File: src/rtl/en2falling_pulse_if.sv
// Request/pulse-line bundle for the falling-edge signalling transmitter.
// The master drives requests; the slave (transmitter) drives the line and its status.
interface en2falling_pulse_if #(
    parameter int PEND_W = 2
);
    logic              en;
    logic              out;
    logic              busy;
    logic [PEND_W-1:0] pend;
    logic              ovf;

    modport master (output en, input out, busy, pend, ovf);
    modport slave  (input en, output out, busy, pend, ovf);
endinterface

File: src/rtl/en2falling_pulse.sv
// Turns 1-cycle enable requests into active-low pulses with guaranteed low/high
// widths, queueing requests that arrive while a pulse is in flight.
module en2falling_pulse #(
    parameter int LOW_CYC = 4,
    parameter int GAP_CYC = 4,
    parameter int PEND_W  = 2
) (
    input  logic                 clk,
    input  logic                 rst_n,
    en2falling_pulse_if.slave    bus
);
    localparam int MAX_CYC = (LOW_CYC > GAP_CYC) ? LOW_CYC : GAP_CYC;
    localparam int CNT_W   = $clog2(MAX_CYC + 1);

    typedef enum logic [1:0] {IDLE, LOW, GAP} state_t;

    state_t              state, state_n;
    logic [CNT_W-1:0]    cnt, cnt_n;
    logic [PEND_W-1:0]   pend, pend_n;
    logic                out, out_n;
    logic                ovf, ovf_n;
    logic                pend_nz, last_low, last_gap, launch;

    always_ff @(posedge clk or negedge rst_n) begin
        if (!rst_n) begin
            state <= IDLE;
            cnt   <= '0;
            pend  <= '0;
            out   <= 1'b1;
            ovf   <= 1'b0;
        end else begin
            state <= state_n;
            cnt   <= cnt_n;
            pend  <= pend_n;
            out   <= out_n;
            ovf   <= ovf_n;
        end
    end

    always_comb begin
        state_n  = state;
        cnt_n    = cnt;
        pend_n   = pend;
        ovf_n    = 1'b0;
        pend_nz  = (pend != '0);
        last_low = (state == LOW) && (cnt == CNT_W'(LOW_CYC - 1));
        last_gap = (state == GAP) && (cnt == CNT_W'(GAP_CYC - 1));
        // The last GAP cycle may relaunch directly, giving an exact LOW+GAP period.
        launch   = ((state == IDLE) || last_gap) && (bus.en || pend_nz);

        case (state)
            LOW: begin
                if (last_low) begin
                    state_n = GAP;
                    cnt_n   = '0;
                end else begin
                    cnt_n = cnt + 1'b1;
                end
            end
            GAP: begin
                if (last_gap) begin
                    state_n = IDLE;
                    cnt_n   = '0;
                end else begin
                    cnt_n = cnt + 1'b1;
                end
            end
            default: ;
        endcase

        if (launch) begin
            state_n = LOW;
            cnt_n   = '0;
        end

        // Queued requests launch first; a simultaneous en then takes its queue slot.
        if (launch && pend_nz && !bus.en) begin
            pend_n = pend - 1'b1;
        end else if (!launch && bus.en) begin
            if (pend != '1) pend_n = pend + 1'b1;
            else            ovf_n  = 1'b1;
        end

        out_n = (state_n != LOW);
    end

    assign bus.out  = out;
    assign bus.pend = pend;
    assign bus.ovf  = ovf;
    assign bus.busy = (state != IDLE) || pend_nz;
endmodule

File: src/flat_wrapper.sv
// flat-port wrapper written by rule: the top's interface ports become plain ports
module en2falling_pulse_flat 
#(
    parameter int LOW_CYC = 4,
    parameter int GAP_CYC = 4,
    parameter int PEND_W  = 2
)
  (clk, rst_n, bus_en, bus_out, bus_busy, bus_pend, bus_ovf);
  en2falling_pulse_if #(.PEND_W(PEND_W)) bus_i ();
  input  logic clk;
  input  logic rst_n;
  input wire logic [$bits(bus_i.en)-1:0] bus_en;
  output wire logic [$bits(bus_i.out)-1:0] bus_out;
  output wire logic [$bits(bus_i.busy)-1:0] bus_busy;
  output wire logic [$bits(bus_i.pend)-1:0] bus_pend;
  output wire logic [$bits(bus_i.ovf)-1:0] bus_ovf;
  assign bus_i.en = bus_en;
  assign bus_out = bus_i.out;
  assign bus_busy = bus_i.busy;
  assign bus_pend = bus_i.pend;
  assign bus_ovf = bus_i.ovf;
  en2falling_pulse #(.LOW_CYC(LOW_CYC), .GAP_CYC(GAP_CYC), .PEND_W(PEND_W)) u_core (.clk(clk), .rst_n(rst_n), .bus(bus_i));
endmodule
File: config.mk
export PLATFORM = sky130hd
export DESIGN_NAME = en2falling_pulse_flat
export DESIGN_NICKNAME = d
export VERILOG_FILES = /design/src/rtl/en2falling_pulse_if.sv /design/src/rtl/en2falling_pulse.sv /design/src/flat_wrapper.sv
export SDC_FILE = /design/constraint.sdc
export NUM_CORES = 1
export LEC_CHECK = 0
export BUFFER_PORTS_ARGS = -buffer_cell sky130_fd_sc_hd__buf_2
export CORE_AREA = 4 4 41 43
export CTS_CLUSTER_DIAMETER = 30
export CTS_CLUSTER_SIZE = 12
export DETAILED_ROUTE_END_ITERATION = 16
export DIE_AREA = 0 0 45 47
export GPL_TIMING_DRIVEN = 0
export PLACE_DENSITY = 0.65
export SYNTH_ARGS = -nofsm -noshare
export SYNTH_HDL_FRONTEND = slang
export SYNTH_SLANG_ARGS = --single-unit
File: constraint.sdc
create_clock -name clk -period 1.7 [get_ports clk]
set_input_delay 0.255 -clock clk [delete_from_list [all_inputs] [get_ports clk]]
set_output_delay 0.255 -clock clk [all_outputs]
set_load 0.01 [all_outputs]
==> key figures <==
Floorplan
  – Chip height: 47 um
  – Io pins: 8
  – Core area: 1300 sq um
  – Row cnt: 13
  – Die width: 45 um
  – Initial core utilization: 0.398
  – Die ar.: 2120 sq um

STA
  – Max Fclk: 0.670 GHz
  – Period minus WS final: 1.49 ns
  – RSZ-0062 raised after global routing: no
  – Max_slew headroom: 0.823
  – Final Hold Slack: 0.249 ns
  – Layout Skew: 0.00244 ns
  – Final Hold Viols: 0
  – Slew Limit Fails: 0
  – Measured slew at the worst slew-check pin: 0.263 ns
  – Setup TNS: 0 ns
  – Period utilisation layout: 0.878
  – # setup viols final: 0

Synthesis
  – Synth top area cells: dfrtp_1, ha_1, o21ai_0
  – Synth Area in Compound Gates: 0.171
  – Top cell type's share of synthesized area: 0.386
  – Netlist cell types: 22
  – Post-Syn Area: 518 sq um
  – FF+latch count, synth: 9
  – Main combinational cell family by area after synthesis: simple AND/OR/NAND/NOR gates
  – Most used DFF post-synth: dfrtp_1
  – Post-synthesis mux area share: 0.0193
  – Sequential area share after synthesis: 0.437
  – XOR/XNOR Fraction of Synth Area: 0
  – Synth Area in Adders: 0.121
  – Syn_nets: 63
  – Mean area per synthesized cell: 9.42 sq um
  – Ys async rst share: 1.00
  – Leading area contributor after synthesis: dfrtp_1
  – Simple-gate share of the synthesized area: 0.191
  – YS warnings: 0
  – Cells after Synth: 55
  – EDFF count, synth: 0

Worst setup path
  – CP max FO: 5
  – WP data arrival: 1.67 ns
  – Worst r2r src: u_core.state[0]$_DFF_PN0_
  – Worst reg-to-reg path cell count: 5
  – CP endpoint: u_core.bus.out$_DFF_PN1_
  – CP required: 1.88 ns
  – Register-to-register setup slack: 0.21 ns
  – CP startpoint: u_core.state[0]$_DFF_PN0_
  – RR Endpoint: u_core.bus.out$_DFF_PN1_
  – Critical path type: flop to flop
  – CP startpoint kind: flop
  – CP Capture Type: flop

Outcome
  – Status: finished clean

Finish
  – # diodes: 0
  – Final #Nets: 75
  – Commonest non-fill, non-tap cell in the layout: dfrtp_1
  – Layout cell share with drive strength beyond 1: 0.197
  – Area growth, synth to finish: 17.1%
  – Commonest cells after routing, fill and taps aside: dfrtp_1, buf_2, nor2_1, o21ai_0, ha_1
  – Final cell count without fillers: 81

Detailed routing
  – Final ANT Viol Nets: 0
  – Per-cell routed wire length: 11.4 um
  – # DRC: 0
  – Drt via density: 5.17
  – Total number of vias: 419
  – DR pass1 iterations: 4
  – Iteration-0 DRC Markers: 9
  – DRT Wirelength: 927 um

Clocking
  – CTS tree: done
  – Clock Pin Slew Worst Setup and Hold Paths: 0.06 ns
  – Clk Latency, worst-skew pair: 0.25 ns
  – Clk buf depth: 2
  – Total CTS buffers: 3
  – Clock root cell: clkbuf_4
  – H-Tree Depth: 1
  – Clock Sinks: 9

GRT
  – GRT Util Overall: 0.104
  – Antenna violations before repair: 0
  – Vias in the first global route: 401
  – Largest net degree at the start of global routing: 11
  – GR Overflow Total: 0
  – First-pass GRT wire length: 1.63 mm

Pwr
  – PwrDens: 1890 nW/um^2
  – Peak supply drop: 783 uV
  – Leak pwr: 0.278 nW

Placement
  – Cells after DPL: 76
  – Final HPWL from detailed placement: 707 um
  – Routability cong.: 0.650
  – Buffers on Ports: 6

Run
  – Max-cap violations: 0

Hold path
  – Hold Crit Class: primary input to flop
Yosys cell counts, types with 2 or more instances:
master	instances
nand2b_1	2
inv_1	4
dfrtp_1	8
nand3b_1	3
o21ai_0	6
a21oi_1	5
nand2_1	3
ha_1	5
nor2_1	6
layout make-up:
class,count,area (sq um)
Clock buffer,4,26.3
Buffer,2,16.3
Timing Repair Buffer,7,40.0
Multi-Input combinational cell,40,264
Inverter,4,15.0
Fill cell,129,694
Tap cell,15,18.8
Sequential cell,9,226
sequential cells by signal (all words and copies together), names as in the netlist:
signal and flops:
u_core.state 2, u_core.bus.out 1, u_core.bus.pend 2, u_core.bus.ovf 1, u_core.cnt 3
worst min path at each step:
stage,startpoint,endpoint,cells after the start
after floorplan,rst_n,u_core.bus.ovf$_DFF_PN0_,0
after global placement,rst_n,u_core.cnt[2]$_DFFE_PN0P_,1
after detailed placement,rst_n,u_core.cnt[2]$_DFFE_PN0P_,1
after CTS,bus_en,u_core.bus.ovf$_DFF_PN0_,3
after global routing,bus_en,u_core.bus.ovf$_DFF_PN0_,3
final,bus_en,u_core.bus.ovf$_DFF_PN0_,3
stage by stage:
| step | utilization | power (W) | worst slack [ns] | area (sq um) |
|---|---|---|---|---|
| after floorplan | - | 0.000835 | 0.318 | 518 |
| after global placement | 0.436 | 0.000963 | 0.143 | 567 |
| after global routing | 0.466 | 0.00126 | 0.117 | 607 |
| final | 0.466 | 0.00115 | 0.207 | 607 |
| after detailed placement | 0.436 | 0.000988 | 0.125 | 567 |
| after CTS | 0.463 | 0.00116 | 0.110 | 603 |
what timing repair did:
item                       4_1_cts  5_1_grt
buffers inserted                 0        0
resized for setup                0        1
hold buffers                     1        0
setup endpoints to repair        0        1
hold endpoints to repair         8        0
report_power, final:
part | total [W] | internal, W | switching, W
Clock | 0.000160 | 0.0000901 | 0.0000696
Combinational | 0.000592 | 0.000266 | 0.000326
Sequential | 0.000395 | 0.000323 | 0.0000720
kinds of logic after synthesis:
family                   Yosys count
flip-flops                         9
adder cells (fa/ha/maj)            5
AO/OA/AOI/OAI                     15
buffers and inverters              6
AND/OR/NAND/NOR                   19
multiplexers                       1
metal layers:
layer  track usage  part of all wire  vias up
met5             0                 0        -
met3        0.0115             0.023        0
li1              -                 -      215
met1         0.124              0.48      195
met4        0.0702                 0        0
met2         0.175              0.50        9
worst max-delay path, cell delays in order, from the launching register on:
cell and delay, ns:
dfrtp_1 0.42, inv_1 0.10, ha_1 0.25, or2_1 0.24
a32o_1 0.26, a32oi_1 0.15
(Power assumes the default switching activity.)
